File: src/rtl/uart_transmitter.sv
// UART transmitter: start bit, 8 data bits LSB first, optional even parity, 1 or 2 stop bits.
// Define UART_TX_PARITY_EN to include the even-parity bit in every frame.
module uart_transmitter #(
    parameter int unsigned BAUD_RATE      = 9600,
    parameter int unsigned CLOCK_FREQ     = 50000000,
    parameter int unsigned CYCLES_PER_BIT = CLOCK_FREQ / BAUD_RATE,
    parameter int unsigned STOP_BITS      = 1
) (
    input  logic       clk,
    input  logic       nRst,
    input  logic       enable,
    input  logic [7:0] data_in,
    input  logic       data_valid,
    output logic       ready,
    output logic       Tx,
    output logic       busy,
    output logic       tx_done
);

    typedef enum logic [2:0] {
        StIdle,
        StStart,
        StData,
`ifdef UART_TX_PARITY_EN
        StParity,
`endif
        StStop
    } state_e;

    localparam logic [15:0] LastCnt = 16'(CYCLES_PER_BIT - 1);

    state_e      r_state;
    logic [15:0] r_baud_cnt;
    logic [2:0]  r_bit_idx;
    logic        r_stop_idx;
    logic [7:0]  r_shift;
`ifdef UART_TX_PARITY_EN
    logic        r_parity;
`endif
    logic        r_tx;
    logic        r_busy;
    logic        r_tx_done;

    logic w_bit_end;
    logic w_last_stop;

    assign w_bit_end   = (r_baud_cnt == LastCnt);
    assign w_last_stop = (STOP_BITS == 2);
    assign ready       = (r_state == StIdle) && enable;
    assign Tx          = r_tx;
    assign busy        = r_busy;
    assign tx_done     = r_tx_done;

    always_ff @(posedge clk) begin
        if (!nRst) begin
            r_state    <= StIdle;
            r_baud_cnt <= '0;
            r_bit_idx  <= '0;
            r_stop_idx <= 1'b0;
            r_shift    <= '0;
`ifdef UART_TX_PARITY_EN
            r_parity   <= 1'b0;
`endif
            r_tx       <= 1'b1;
            r_busy     <= 1'b0;
            r_tx_done  <= 1'b0;
        end else begin
            r_tx_done <= 1'b0;
            if (r_state == StIdle) begin
                if (data_valid && ready) begin
                    r_shift    <= data_in;
`ifdef UART_TX_PARITY_EN
                    r_parity   <= ^data_in;
`endif
                    r_baud_cnt <= '0;
                    r_bit_idx  <= '0;
                    r_stop_idx <= 1'b0;
                    r_state    <= StStart;
                    r_tx       <= 1'b0;
                    r_busy     <= 1'b1;
                end
            end else if (!w_bit_end) begin
                r_baud_cnt <= r_baud_cnt + 16'd1;
            end else begin
                r_baud_cnt <= '0;
                case (r_state)
                    StStart: begin
                        r_state <= StData;
                        r_tx    <= r_shift[0];
                    end
                    StData: begin
                        r_shift   <= r_shift >> 1;
                        r_bit_idx <= r_bit_idx + 3'd1;
                        if (r_bit_idx == 3'd7) begin
`ifdef UART_TX_PARITY_EN
                            r_state <= StParity;
                            r_tx    <= r_parity;
`else
                            r_state    <= StStop;
                            r_tx       <= 1'b1;
                            r_stop_idx <= 1'b0;
`endif
                        end else begin
                            // Next bit is already at position 1 before this shift lands.
                            r_tx <= r_shift[1];
                        end
                    end
`ifdef UART_TX_PARITY_EN
                    StParity: begin
                        r_state    <= StStop;
                        r_tx       <= 1'b1;
                        r_stop_idx <= 1'b0;
                    end
`endif
                    StStop: begin
                        if (r_stop_idx == w_last_stop) begin
                            r_state   <= StIdle;
                            r_busy    <= 1'b0;
                            r_tx_done <= 1'b1;
                        end else begin
                            r_stop_idx <= 1'b1;
                        end
                    end
                    default: begin
                        r_state <= StIdle;
                        r_busy  <= 1'b0;
                        r_tx    <= 1'b1;
                    end
                endcase
            end
        end
    end

endmodule

File: config.mk
export PLATFORM = sky130hd
export DESIGN_NAME = uart_transmitter
export DESIGN_NICKNAME = d
export VERILOG_FILES = /design/src/rtl/uart_transmitter.sv
export SDC_FILE = /design/constraint.sdc
export NUM_CORES = 1
export LEC_CHECK = 0
export BUFFER_PORTS_ARGS = -buffer_cell sky130_fd_sc_hd__buf_2
export CAP_MARGIN = 20
export CORE_UTILIZATION = 60
export DETAILED_ROUTE_END_ITERATION = 10
export GPL_TIMING_DRIVEN = 0
export PLACE_DENSITY = 0.87
export SYNTH_ARGS = -nofsm -noshare
export SYNTH_HDL_FRONTEND = slang
export SYNTH_SLANG_ARGS = --single-unit
File: constraint.sdc
create_clock -name clk -period 5.35 [get_ports clk]
set_input_delay 0.535 -clock clk [delete_from_list [all_inputs] [get_ports clk]]
set_output_delay 0.535 -clock clk [all_outputs]
set_load 0.02 [all_outputs]
==> results.tsv, run 1 <==
stage	metric	value	unit
outcome	status	finished clean	
logic_synthesis	ranking of synthesized cells by area	dfxtp_1, a31oi_1, mux2i_1	
logic_synthesis	Synth Area in Compound Gates	0.2186	
worst_setup_path	CP max FO	10	
worst_setup_path	worst endpoint data arrival time	1.98	ns
logic_synthesis	largest family of logic cells by synthesized area	simple AND/OR/NAND/NOR gates	
global_routing	gr usage total	0.2912	
power_and_ir_drop	P_int	0.3210	mW
timing	Hold WS	0.4351	ns
clock_network	CTS Hold Bufs	0	
finish	fillers	219	
logic_synthesis	Post-synth top cells	dfxtp_1, a31oi_1, a211oi_1	
timing	fin crit share	0.4702	
clock_network	post-cts sizing count	0	
logic_synthesis	area leader, netlist	dfxtp_1	
drt	WL met1	1.773	mm
power_and_ir_drop	maximum VDD drop	0.1940	mV
drt	Vias	1751	
drt	Routed Antenna Nets	0	
drt	wire length on met2	2.146	mm
drt	DR WL/cell	17.04	µm
global_routing	number of global-route vias before repair	1667	
drt	Detailed Routing Iterations Pass 1	5	
clock_network	Longest Clk Path Bufs	2	
global_routing	global route total overflow	0	
finish	Layout Nets	244	
placement	Post-Place Cells	249	
finish	Final Instance Area	1963	µm²
worst_setup_path	CP Cell Sequence	inv_1, ha_1, buf_6, clkbuf_1, and2_1, buf_2	
clock_network	Clk Latency, worst-skew pair	0.34	ns
logic_synthesis	adder-cell share of the synthesized area	0.04858	
placement	dpl cell area	1917	µm²
logic_synthesis	post-synth cell types	45	
worst_setup_path	Crit Path Category	reg -> out	
placement	RePlAce Congestion	0.8893	
die	die height	56.82	µm
logic_synthesis	Main synth FF type	dfxtp_1	
power_and_ir_drop	Final Power	0.4458	mW
logic_synthesis	Gate Count Post-Synth	203	
logic_synthesis	most frequent cell after synthesis	dfxtp_1	
logic_synthesis	FF+latch count, synth	32	
logic_synthesis	register area share after synthesis	0.3553	
die	Die X	56.82	µm
power_and_ir_drop	Sw Ratio	0.2799	
clock_network	Post-CTS Setup Bufs	0	
logic_synthesis	Avg Inst Size Synth	8.882	µm²
drt	DR vias/cell	6.840	
timing	Final setup viols	0	
global_routing	largest net degree at the start of global routing	11	
worst_setup_path	Crit path max-delay family	buffers and inverters	
power_and_ir_drop	Net Sw Power	0.1248	mW
power_and_ir_drop	register share of total power	0.566	
clock_network	Sink Count	32	
placement	port buffer count	15	
die	die area	3228	µm²
finish	Ant. Diodes	0	
timing	Final TNS setup	0	ns
clock_network	CTS buffer count	5	
logic_synthesis	Post-Synth XOR/XNOR Area	0.004858	
timing	RSZ-0062 raised after global routing	false	
timing	Final Max Tran Viols	0	
logic_synthesis	EDFF count, synth	0	
die	Placeable Area	2805	µm²
global_routing	initial antenna violation count	0	
worst_setup_path	slowest CP cell	dfxtp_1	
worst_setup_path	Startpoint Class	flop	
worst_setup_path	WP data required	4.82	ns
drt	DRC	0	
logic_synthesis	top-area cell type share of the netlist area	0.3553	
clock_network	Root Buffer	clkbuf_4	
worst_setup_path	crit end category	output pin	
drt	max layer used	met4	
logic_synthesis	Synth Cell Area	1803	µm²
logic_synthesis	Synth async-reset ratio	0	
job	max cap viols	0	
timing	min cycle time layout	2.516	ns
clock_network	CTS tree	done	
power_and_ir_drop	Gate power share	0.149	
logic_synthesis	Post-Syn Nets	222	
placement	Detailed Place HPWL	3.092	mm
timing	PnR worst setup slack	2.834	ns
clock_network	number of H-tree levels	2	
power_and_ir_drop	clock share of power	0.285	
die	Initial Util	0.6427	
logic_synthesis	Synthesis Warnings	0	
worst_setup_path	CP Buf/Inv Count	4	
worst_setup_path	max incr delay on CP	0.35	ns
timing	skew final	0.006299	ns
finish	Layout Cells excl Fill	256	
finish	layout cells sized above 1	0.1556	
timing	fmax	397.5	MHz
drt	met3 WL	297	µm
worst_hold_path	worst hold path class	in -> reg	
drt	total length of routed wires	4.362	mm
die	io pins	16	
placement	DP Worst Slack	3.241	ns
finish	Layout area overhead	8.883	%
global_routing	global-route wire length before repair	7.196	mm
timing	Fin. Hold Viols	0	
clock_network	Reg clk slew, reported paths	0.09	ns
die	Core Rows	19	
power_and_ir_drop	Power per Cell Area	227.1	nW/µm²
logic_synthesis	multiplexer share of the synthesized area	0.06662	
power_and_ir_drop	Pleak	0.7475	nW
logic_synthesis	Post-Synth Simple-Gate Area	0.2318	
finish	Util after Layout	0.6998	
drt	initial drt markers	86	
timing	Max transition margin	0.5810	
timing	Tightest Pin Transition	0.6198	ns
[sequential cells by signal (all words and copies together) (netlist names)]
name / flops
busy: 1
tx_done: 1
r_state: 2
r_baud_cnt: 16
r_shift: 8
Tx: 1
r_bit_idx: 3
[cells in the final DEF (no fill, tap or decap), drive strengths merged, types with 4 or more instances in the layout]
cell	count
nand3	11
nand4	7
ha	7
nor4b	4
a21oi	7
nand2	12
buf	20
dfxtp	32
clkbuf	17
inv	9
and3	4
o21ai	6
nand3b	5
a211oi	15
nor2	4
mux2i	12
a31oi	20
[power by group through the flow]
stage / Sequential, mW / Clock [mW] / Combinational (mW)
floorplan: 0.258 / 0 / 0.0454
global placement: 0.257 / 0 / 0.0614
detailed placement: 0.257 / 0 / 0.0648
CTS: 0.252 / 0.127 / 0.0655
global route: 0.253 / 0.140 / 0.0719
finish: 0.252 / 0.127 / 0.0665
[cells by family (layout without fill, tap and decap cells)]
kind of cell / count (synthesis) / count (layout)
and+or+nand+nor: 67 / 67
AOI/OAI and AO/OA: 59 / 59
DFF: 32 / 32
buffers and inverters: 25 / 47
muxes: 12 / 12
adders and majority gates: 7 / 7
xor gates and xnor gates: 1 / 1
[final timing paths]
check | endpoint | startpoint | slack, ns | depth (start not counted)
worst min register to register | r_baud_cnt[15]$_SDFFE_PN0N_ | r_baud_cnt[15]$_SDFFE_PN0N_ | 0.49 | 1
worst max register to register | r_baud_cnt[13]$_SDFFE_PN0N_ | r_state[0]$_SDFFE_PN0P_ | 3.24 | 6
worst max-delay path | ready | r_state[0]$_SDFFE_PN0P_ | 2.83 | 6
worst min-delay path | r_shift[7]$_SDFFE_PN0P_ | data_in[7] | 0.44 | 3
[worst register-to-register path, delay by kind of cell, from the launching register on]
family,cells,cell delay [ns]
and+or+nand+nor,2,0.63
buffers and inverters,2,0.53
DFF,1,0.39
adders and majority gates,1,0.29
AOI/OAI and AO/OA,1,0.19
[layout make-up]
class | instances | area (µm²) | share of cell area
multi-input cells | 146 | 1028 | 0.5239
flip-flops and latches | 32 | 640.6 | 0.3263
plain buffers | 16 | 100.1 | 0.05099
repair buffers | 15 | 75.07 | 0.03824
well taps | 31 | 38.79 | 0.01976
clock inverters | 1 | 5.005 | 0.002549
inverters | 9 | 33.78 | 0.01721
clock buffers | 6 | 41.29 | 0.02103
[layer usage]
layer / vias up / track usage
met5: - / 0
met4: 0 / 0.1707
met3: 22 / 0.07834
met2: 81 / 0.4983
met1: 821 / 0.3219
li1: 827 / -
Note: power is estimated with default switching activity, not from simulation.
==> inputs of run 2 (changes only) <==
ABC_AREA = 1   (was not set)
CORE_UTILIZATION = 53   (was 60)
PLACE_DENSITY = 0.82   (was 0.87)
clock period = 2.21 ns   (was 5.35 ns; I/O delays follow)
==> results.tsv, run 2 <==
stage	metric	value	unit	change
timing	skew final	0.01004	ns	+0.003740 ns
placement	Post-Place Cells	354		+42%
placement	RePlAce Congestion	0.8951		+0.65%
die	io pins	16		unchanged
worst_hold_path	worst hold path class	in -> reg		
die	Core Rows	21		+2
logic_synthesis	ranking of synthesized cells by area	dfxtp_1, nand2_1, nand3_1		
power_and_ir_drop	Sw Ratio	0.4304		+0.1504
clock_network	Post-CTS Setup Bufs	0		unchanged
power_and_ir_drop	Power per Cell Area	1136	nW/µm²	+400%
clock_network	Root Buffer	clkbuf_4		
power_and_ir_drop	Gate power share	0.494		+0.345
clock_network	CTS tree	done		
worst_hold_path	hold endpoint	r_baud_cnt[5]$_SDFFE_PN0N_		
global_routing	largest net degree at the start of global routing	12		+1
die	Placeable Area	3416	µm²	+22%
finish	max FFs per register	16		unchanged
drt	DRC	0		unchanged
logic_synthesis	EDFF count, synth	0		unchanged
drt	DR vias/cell	5.500		-20%
logic_synthesis	Synthesis Warnings	0		unchanged
worst_setup_path	WP data required	2.49	ns	-2.33 ns
timing	Final TNS setup	0	ns	unchanged
timing	fmax	591.9	MHz	
job	max cap viols	0		unchanged
worst_setup_path	CP max FO	10		unchanged
finish	Top reg by flops	r_baud_cnt		
logic_synthesis	post-synth cell types	24		-47%
logic_synthesis	register area share after synthesis	0.3329		-0.02241
timing	PnR worst setup slack	0.5205	ns	-2.314 ns
timing	fin crit share	0.7645		
timing	Fin. Hold Viols	0		unchanged
worst_setup_path	Worst R2R Setup Slack	0.52	ns	-2.72 ns
worst_setup_path	crit end category	flop		
finish	layout cells sized above 1	0.1361		-0.01948
worst_setup_path	Startpoint Class	flop		
finish	most frequent cells in the layout	nand2_1, nor2_1, nand3_1		
timing	Final setup viols	0		unchanged
clock_network	Longest Clk Path Bufs	2		unchanged
clock_network	Reg clk slew, reported paths	0.11	ns	+0.02 ns
finish	Layout Cells excl Fill	362		+41%
drt	Detailed Routing Iterations Pass 1	6		+1
logic_synthesis	Gate Count Post-Synth	293		+44%
timing	RSZ-0062 raised after global routing	false		
logic_synthesis	area leader, netlist	dfxtp_1		
placement	DP Worst Slack	0.5430	ns	-2.698 ns
worst_setup_path	Reg-to-Reg End	r_baud_cnt[9]$_SDFFE_PN0N_		
worst_setup_path	Crit Path Category	reg -> reg		
logic_synthesis	Main synth FF type	dfxtp_1		
global_routing	global-route wire length before repair	7.596	mm	+5.6%
finish	Ant. Diodes	0		unchanged
global_routing	initial antenna violation count	0		unchanged
power_and_ir_drop	maximum VDD drop	0.8364	mV	+330%
timing	Tightest Pin Transition	0.4895	ns	-0.1303 ns
worst_setup_path	worst endpoint data arrival time	1.97	ns	about the same
finish	fillers	344		+57%
outcome	status	finished clean		
power_and_ir_drop	Final Power	2.428	mW	+440%
finish	Layout area overhead	11.05	%	
worst_setup_path	Worst Reg-to-Reg Cells	7		+1
worst_hold_path	hold path depth	3		unchanged
timing	Final Max Tran Viols	0		unchanged
worst_hold_path	HP Start	nRst		
worst_setup_path	FF-to-FF Start	r_state[0]$_SDFFE_PN0P_		
global_routing	global route total overflow	0		unchanged
placement	Detailed Place HPWL	3.165	mm	+2.4%
power_and_ir_drop	Net Sw Power	1.045	mW	+740%
power_and_ir_drop	clock share of power	0.186		-0.099
clock_network	Sink Count	32		unchanged
placement	port buffer count	15		unchanged
die	die height	62.26	µm	+9.6%
clock_network	post-cts sizing count	0		unchanged
global_routing	number of global-route vias before repair	1724		+3.4%
die	Initial Util	0.5634		-0.07936
die	die area	3876	µm²	+20%
power_and_ir_drop	register share of total power	0.320		-0.246
finish	commonest non-fill, non-tap cell in the layout	nand2_1		
logic_synthesis	most frequent cell after synthesis	nand2_1		
timing	min cycle time layout	1.689	ns	
logic_synthesis	Synth Cell Area	1924	µm²	+6.7%
logic_synthesis	FF+latch count, synth	32		unchanged
drt	DR WL/cell	12.22	µm	-28%
finish	largest registers	r_baud_cnt x16, r_shift x8, r_bit_idx x3		
logic_synthesis	Post-Syn Nets	312		+41%
logic_synthesis	Post-synth top cells	nand2_1, nor2_1, nand3_1		
logic_synthesis	Synth async-reset ratio	0		unchanged
global_routing	gr usage total	0.2481		-0.04304
drt	Vias	1991		+14%
drt	total length of routed wires	4.423	mm	+1.4%
drt	initial drt markers	217		+150%
clock_network	CTS Hold Bufs	0		unchanged
power_and_ir_drop	Pleak	0.8817	nW	+18%
finish	Layout Nets	334		+37%
clock_network	Clk Latency, worst-skew pair	0.34	ns	about the same
die	Die X	62.26	µm	+9.6%
drt	Routed Antenna Nets	0		unchanged
logic_synthesis	Avg Inst Size Synth	6.568	µm²	-26%
power_and_ir_drop	P_int	1.383	mW	+330%
logic_synthesis	top-area cell type share of the netlist area	0.3329		-0.02241
timing	Max transition margin	0.6737		+0.09269
clock_network	number of H-tree levels	2		unchanged
clock_network	CTS buffer count	5		unchanged
-- run 2: cell count changes in the layout (fill, tap and decap cells not counted), sizes merged, moves of 14 or more --
cell,change
nand2,+60
nor2,+47
nand3,+26
a21oi,+24
a31oi,-20
a211oi,-15
inv,+14
-- run 2: cell families (layout without fill, tap and decap cells) --
logic type,after synthesis,count (layout),synth area share
DFF,32,32,0.3329
xor gates and xnor gates,3,3,0.01366
muxes,7,7,0.03641
AOI/OAI and AO/OA,39,39,0.1053
and+or+nand+nor,170,170,0.3823
buffers and inverters,35,58,0.08387
adders and majority gates,7,7,0.04551
-- run 2: how the worst max path moves through the flow --
stage,end,startpoint,depth (start not counted),slack (ns)
global placement,r_shift[2]$_SDFFE_PN0P_,r_state[0]$_SDFFE_PN0P_,7,0.57
floorplan,r_bit_idx[0]$_SDFFE_PN0P_,r_state[0]$_SDFFE_PN0P_,10,0.69
detailed placement,r_shift[2]$_SDFFE_PN0P_,r_state[0]$_SDFFE_PN0P_,7,0.54
finish,r_baud_cnt[9]$_SDFFE_PN0N_,r_state[0]$_SDFFE_PN0P_,7,0.52
global route,r_baud_cnt[4]$_SDFFE_PN0N_,r_state[0]$_SDFFE_PN0P_,8,0.31
CTS,r_baud_cnt[4]$_SDFFE_PN0N_,r_state[0]$_SDFFE_PN0P_,8,0.52
-- run 2: metal layers --
metal / share of wire / vias up / track usage
met5: 0 / - / 0
met4: 0.016 / 0 / 0.09593
met3: 0.061 / 12 / 0.04779
met2: 0.45 / 70 / 0.4066
met1: 0.47 / 908 / 0.3211
li1: - / 1001 / -
-- run 2: critical path, cell delays in order (launching register included) --
cell and delay, ns:
dfxtp_1 0.40, inv_1 0.08, ha_1 0.24, inv_1 0.16
buf_2 0.25, buf_2 0.25, nand3_1 0.11, a21oi_1 0.15
-- run 2: area by class of cell --
cell class	instances	area, µm²	share of cell area
Buffer	12	75.07	0.03513
Inverter	23	86.33	0.04040
Multi-Input combinational cell	226	1122	0.5252
Clock inverter	3	42.54	0.01991
Clock buffer	5	37.54	0.01756
Sequential cell	32	640.6	0.2998
Timing Repair Buffer	15	75.07	0.03513
Tap cell	46	57.56	0.02693
-- run 2: power groups by stage --
stage | combinational [mW] | clock (mW) | sequential [mW]
6_report | 1.20 | 0.451 | 0.777
5_1_grt | 1.36 | 0.477 | 0.793
4_1_cts | 1.20 | 0.460 | 0.775
3_5_place_dp | 1.20 | 0 | 0.785
3_3_place_gp | 1.17 | 0 | 0.785
2_1_floorplan | 0.921 | 0 | 0.789
-- run 2: stage by stage --
stage / utilization / hold slack, ns / cell area, µm²
after floorplan: - / 0.3701 / 1924
after global placement: 0.6022 / 0.4593 / 2057
after detailed placement: 0.6022 / 0.4642 / 2057
after CTS: 0.6256 / 0.1440 / 2137
after global routing: 0.6256 / 0.1561 / 2137
final: 0.6256 / 0.1527 / 2137
